$ cat src/rtl/board_row_fetcher.sv
// board_row_fetcher
//   Row-fetch scheduler and board-RAM arbiter for the display path. On the
//   horizontal-sync falling edge that precedes a new block row, it reads that
//   row's BOARD_COLS cells from the single-port board RAM into a shadow
//   buffer. It then commits them all at once to Row, which color_mapper
//   consumes, so Row never changes while a block row is being drawn. Game
//   logic shares the RAM but only gets it while no fetch is in progress.
//
// Ports
//   Clk, reset      system clock; synchronous active-high reset
//   hs              VGA horizontal sync (active low)
//   DrawY           current scanline, 0..524
//   mem_*           board RAM port; read data arrives one cycle after address
//   game_*          single-access request from game logic; game_gnt=1 in the
//                   cycle the access is driven onto the RAM
//   Row, rowNum     committed row cells (index = column) and their board row
//   row_valid       one-cycle pulse after each commit
//   fetch_overrun   sticky: a trigger arrived while a fetch was still running
module board_row_fetcher #(
  parameter int SQUARE_SIZE = 21,
  parameter int BOARD_COLS  = 10,
  parameter int BOARD_ROWS  = 20,
  parameter int CELL_W      = 16
) (
  input  logic                             Clk,
  input  logic                             reset,
  input  logic                             hs,
  input  logic [9:0]                       DrawY,
  output logic [7:0]                       mem_addr,
  output logic                             mem_we,
  output logic [CELL_W-1:0]                mem_wdata,
  input  logic [CELL_W-1:0]                mem_rd_data,
  input  logic                             game_req,
  input  logic                             game_we,
  input  logic [7:0]                       game_addr,
  input  logic [CELL_W-1:0]                game_wdata,
  output logic                             game_gnt,
  output logic [BOARD_COLS-1:0][CELL_W-1:0] Row,
  output logic [7:0]                       rowNum,
  output logic                             row_valid,
  output logic                             fetch_overrun
);

  localparam int COL_W = $clog2(BOARD_COLS);
  localparam logic [COL_W-1:0] LAST_COL = COL_W'(BOARD_COLS - 1);

  typedef enum logic [1:0] {IDLE, FETCH, DRAIN, COMMIT} state_t;

  state_t state, state_next;

  logic                              hs_q;
  logic [COL_W-1:0]                  col;
  logic [7:0]                        target;
  logic [7:0]                        base;
  logic                              cap_valid;
  logic [COL_W-1:0]                  cap_col;
  logic [BOARD_COLS-1:0][CELL_W-1:0] shadow;

  // Trigger decode. The next scanline is formed in 11 bits, so scanline 524
  // cannot wrap; 524 itself is handled separately as the next-frame prefetch
  // of row 0.
  logic [10:0] line_next;
  logic [7:0]  blk_row;
  logic        aligned;
  logic        hs_fall;
  logic        trigger;
  logic [7:0]  trig_target;
  logic [7:0]  trig_base;

  // NOTE: every signal driven from always_comb gets a default first, so no path leaves it unassigned and no latch is inferred.
  always_comb begin
    line_next   = {1'b0, DrawY} + 11'd1;
    blk_row     = 8'(line_next / 11'(SQUARE_SIZE));
    aligned     = ((line_next % 11'(SQUARE_SIZE)) == 11'd0) &&
                  (blk_row < 8'(BOARD_ROWS));
    hs_fall     = hs_q && !hs;
    trigger     = !reset && hs_fall && ((DrawY == 10'd524) || aligned);
    trig_target = (DrawY == 10'd524) ? 8'd0 : blk_row;
    trig_base   = 8'(trig_target * 8'(BOARD_COLS));
  end

  // Next state plus RAM port mux. The display fetch owns the RAM from the
  // trigger cycle until the FSM is back in IDLE; a game request made in a
  // trigger cycle is simply not granted and is expected to be held.
  always_comb begin
    state_next = state;
    mem_addr   = 8'd0;
    mem_we     = 1'b0;
    mem_wdata  = '0;
    game_gnt   = 1'b0;
    if (!reset) begin
      unique case (state)
        IDLE: begin
          if (trigger) begin
            state_next = FETCH;
          end else if (game_req) begin
            game_gnt  = 1'b1;
            mem_addr  = game_addr;
            mem_we    = game_we;
            mem_wdata = game_wdata;
          end
        end
        FETCH: begin
          mem_addr = base + 8'(col);
          if (col == LAST_COL) state_next = DRAIN;
        end
        DRAIN:   state_next = COMMIT;
        COMMIT:  state_next = IDLE;
        default: state_next = IDLE;
      endcase
    end
  end

  // NOTE: sequential state uses non-blocking assignments so every flop samples pre-edge values regardless of block order.
  always_ff @(posedge Clk) begin
    if (reset) state <= IDLE;
    else       state <= state_next;
  end

  always_ff @(posedge Clk) begin
    if (reset) begin
      hs_q          <= 1'b1;
      col           <= '0;
      target        <= 8'd0;
      base          <= 8'd0;
      cap_valid     <= 1'b0;
      cap_col       <= '0;
      // NOTE: shadow and Row are a few registers rather than a RAM macro, so clearing them on reset is cheap and keeps state deterministic.
      shadow        <= '0;
      Row           <= '0;
      rowNum        <= 8'd0;
      row_valid     <= 1'b0;
      fetch_overrun <= 1'b0;
    end else begin
      hs_q      <= hs;
      row_valid <= 1'b0;
      cap_valid <= 1'b0;

      // A trigger while busy is dropped; the running fetch is unaffected.
      if (trigger && state != IDLE) fetch_overrun <= 1'b1;

      if (state == IDLE && trigger) begin
        target <= trig_target;
        base   <= trig_base;
        col    <= '0;
      end

      // Remember which column this cycle's address belongs to; its data is
      // on mem_rd_data during the following cycle.
      if (state == FETCH) begin
        cap_valid <= 1'b1;
        cap_col   <= col;
        col       <= col + COL_W'(1);
      end

      if (cap_valid) shadow[cap_col] <= mem_rd_data;

      if (state == COMMIT) begin
        Row       <= shadow;
        rowNum    <= target;
        row_valid <= 1'b1;
      end
    end
  end

endmodule
$ cat config.mk
export PLATFORM = sky130hd
export DESIGN_NAME = board_row_fetcher
export DESIGN_NICKNAME = d
export VERILOG_FILES = /design/src/rtl/board_row_fetcher.sv
export SDC_FILE = /design/constraint.sdc
export NUM_CORES = 1
export LEC_CHECK = 0
export ABC_AREA = 1
export CELL_PAD_IN_SITES_DETAIL_PLACEMENT = 1
export CELL_PAD_IN_SITES_GLOBAL_PLACEMENT = 1
export CORE_UTILIZATION = 38
export DETAILED_ROUTE_END_ITERATION = 8
export PLACE_DENSITY = 0.9
export SLEW_MARGIN = 20
export SYNTH_ARGS = -nofsm -noshare
export SYNTH_HDL_FRONTEND = slang
export SYNTH_SLANG_ARGS = --single-unit
$ cat constraint.sdc
create_clock -name Clk -period 5.58 [get_ports Clk]
set_input_delay 0.558 -clock Clk [delete_from_list [all_inputs] [get_ports Clk]]
set_output_delay 0.558 -clock Clk [all_outputs]
set_load 0.05 [all_outputs]
==> results.md <==
- Ys flop type: dfxtp_1
- Total GRT Usage: 0.2911
- Main area contributors after synthesis: dfxtp_1 49%, nor2_1 15%, o21ai_0 12%
- Wirelength per Cell: 23.43 µm
- Reg2reg path depth: 6
- Syn nets: 2,000
- Clock Path Buffers: 3
- Synthesis Warnings: 0
- Synth async-reset ratio: 0
- TritonCTS Buffers: 39
- Fin util: 0.5535
- Antenna cell count: 0
- Violated checks: setup timing
- Final Hold Viols: 0
- Share of cells above drive strength 1: 0.1914
- Crit-path slowest cell: nand4_1
- Routability cong.: 0.8129
- CTS tree: yes
- IO Port Bufs: 249
- P_leak: 8.935 nW
- Max_slew headroom: 0.1850
- DRC: 0
- Detail Route Antenna Nets: 0
- Worst Clk Skew: 0.02262 ns
- RSZ-0062 raised after global routing: true
- Remaining global-route overflow: 0
- First-pass GRT wire length: 88,410 µm
- CP required: 5.02 ns
- Die Ht: 196.8 µm
- Yosys top cell area share: 0.4902
- Slew @ Worst Pin: 1.218 ns
- Std cell rows: 70
- # fillers: 4,396
- Fmax: 140.4 MHz
- Io pins: 251
- Final Cycle Share: 1.276
- Final WS setup: -1.542 ns
- HP Class: flip-flop to flip-flop
- Crit path buf inv count: 10
- DR vias: 15.14k
- Hold Buf Count CTS: 0
- Clock transition at path regs: 0.06 ns
- FF+latch count, synth: 353
- Max-slew violations: 0
- Final Critical Period: 7.122 ns
- Status: complete, but fails checks
- Setup crit start kind: input port
- Syn Area/Cell: 7.493 µm²
- Crit path depth: 45
- CTS sink count: 353
- Worst VDD drop: 0.2489 mV
- Area Growth Syn to Fin: 41.90%
- Synth unique cells: 42
- Most common cell in the synthesized netlist: nor2_1
- Power Density: 449.6 nW/µm²
- Final TNS setup: -44.91 ns
- Worst reg2reg setup slack: 2.80 ns
- Die area: 38,720 µm²
- Initial antenna violation count: 1
- Cell taking the most area after synthesis: dfxtp_1
- Max incr delay on CP: 0.43 ns
- Sequential area share after synthesis: 0.4902
- Cells after Synth: 1,924
- Setup WS pre-CTS: -1.006 ns
- Most frequent cells after synthesis: 562 x nor2_1, 353 x dfxtp_1, 337 x o21ai_0
- Hold_sp: shadow[48]$_SDFFE_PP0P_
- Number of enable flip-flop cells after synthesis: 0
- Nets: 2,282
- Htree depth: 2
- R2R Path End: shadow[86]$_SDFFE_PP0P_
- Width of the chip: 196.8 µm
- Clock root cell: clkbuf_16
- DP Wirelength: 32,730 µm
- Final setup violation count: 45
- Starting density of the core: 0.3900
- DR vias/cell: 5.524
- Worst Path Arrival: 6.56 ns
- MaxCap Viol Count: 0
- Critical path class: input port to output port
- Top delay family on crit path: simple AND/OR/NAND/NOR gates
- Critical Path End: mem_addr[3]
- Worst setup startpoint: DrawY[0]
- Reg2reg start: cap_col[3]$_SDFFE_PP0P_
- Crit. End Element: output port
- Largest net degree at the start of global routing: 237
- Final WL: 64,210 µm
- Critical Path Fanout Max: 7
- Number of global-route vias before repair: 15.65k
- Most Frequent Cell on Critical Path: nand2_4
- Core Footprint: 36,960 µm²
- Synthesized cell area: 14,420 µm²
- TritonRoute pass-1 iters: 5
- DR iter-0 viols: 1,022
- Clk_lat worst skew: 0.54 ns
[how the worst min path moves through the flow]
stage                                          to  slack, ns  cells after the start
after floorplan            target[5]$_SDFFE_PP0P_       0.42                      2
after global placement    shadow[15]$_SDFFE_PP0P_       0.44                      2
after detailed placement  shadow[55]$_SDFFE_PP0P_       0.45                      2
after CTS                    Row[48]$_SDFFE_PP0P_       0.45                      2
after global routing         Row[57]$_SDFFE_PP0P_       0.48                      2
final                        Row[48]$_SDFFE_PP0P_       0.44                      2
[cells by family (layout without fill, tap and decap cells)]
family / Yosys count / in the layout / share of synthesized area
other cells: 1 / 1 / 0.0002601
flops: 353 / 353 / 0.4902
xor+xnor: 12 / 12 / 0.007290
buf+inv: 250 / 562 / 0.06839
simple gates: 832 / 832 / 0.2519
fa+ha+maj: 21 / 21 / 0.01927
compound gates: 455 / 455 / 0.1627
[flip-flops by register name (all words and copies together), names as in the netlist]
signal         count
row_valid          1
hs_q               1
col                4
base               5
target             7
fetch_overrun      1
cap_col            4
cap_valid          1
shadow           160
Row              160
rowNum             7
state              2
[worst reg2reg max path, stage by stage (launching register included)]
cell and delay, ns:
dfxtp_1 0.35, inv_1 0.11, nand3_1 0.17, nor2_1 0.97
inv_1 0.61, nor2_1 0.32, nor2_1 0.10
[final cells by class]
class	instances	area (µm²)	share of cell area
well taps	504	630.6	0.03083
clock buffers	58	1147	0.05609
multi-input cells	1321	7214	0.3527
flip-flops and latches	353	7067	0.3454
inverters	128	515.5	0.02520
repair buffers	363	3745	0.1831
clock inverters	13	137.6	0.006728
[cells in the final DEF (no fill, tap or decap), drive strengths merged]
cell / synthesis / final
ha: 19 / 19
clkinvlp: 0 / 3
o211ai: 2 / 2
nand4: 22 / 22
buf: 17 / 144
or2: 3 / 3
and2: 3 / 3
bufinv: 0 / 1
xor2: 8 / 8
nor4: 1 / 1
clkinv: 4 / 11
inv: 124 / 126
clkbuf: 105 / 59
xnor2: 4 / 4
clkdlybuf4s15: 0 / 5
dfxtp: 353 / 353
fa: 2 / 2
o21a: 1 / 1
o21ai: 345 / 345
a21oi: 103 / 103
a21o: 1 / 1
nand3: 69 / 69
nor2: 580 / 580
a31oi: 1 / 1
conb: 1 / 1
nand2: 151 / 151
nor3: 3 / 3
o21bai: 2 / 2
clkdlybuf4s50: 0 / 213
[per-stage QoR]
stage / hold WS, ns / std cells / power [mW] / instance area [µm²]
floorplan: 0.4225 / 1924 / 4.406 / 14450
global placement: 0.4391 / 2619 / 5.182 / 17860
detailed placement: 0.4495 / 2619 / 5.310 / 17860
CTS: 0.4455 / 2724 / 8.168 / 19920
global route: 0.4756 / 2740 / 9.467 / 20460
finish: 0.4412 / 2740 / 9.197 / 20460
[metal layers]
layer	global-route usage	vias up	routed length, µm
li1	-	6740	-
met1	0.3370	7407	24780
met2	0.5069	693	30320
met3	0.04535	293	4348
met4	0.1731	2	4752
met5	0	-	12
[what timing repair did]
item                       in CTS  in global routing
pin swaps                      53                 63
setup buffers                  31                 22
setup endpoints to repair      27                 45
resized for setup             149                108
gates cloned                    3                  1
[power by group]
| group | switching [mW] | internal (mW) | total [mW] |
|---|---|---|---|
| Clock | 1.09 | 1.48 | 2.58 |
| Combinational | 2.47 | 1.35 | 3.82 |
| Sequential | 0.116 | 2.68 | 2.80 |
No activity file was read; power rests on OpenSTA's default activity.
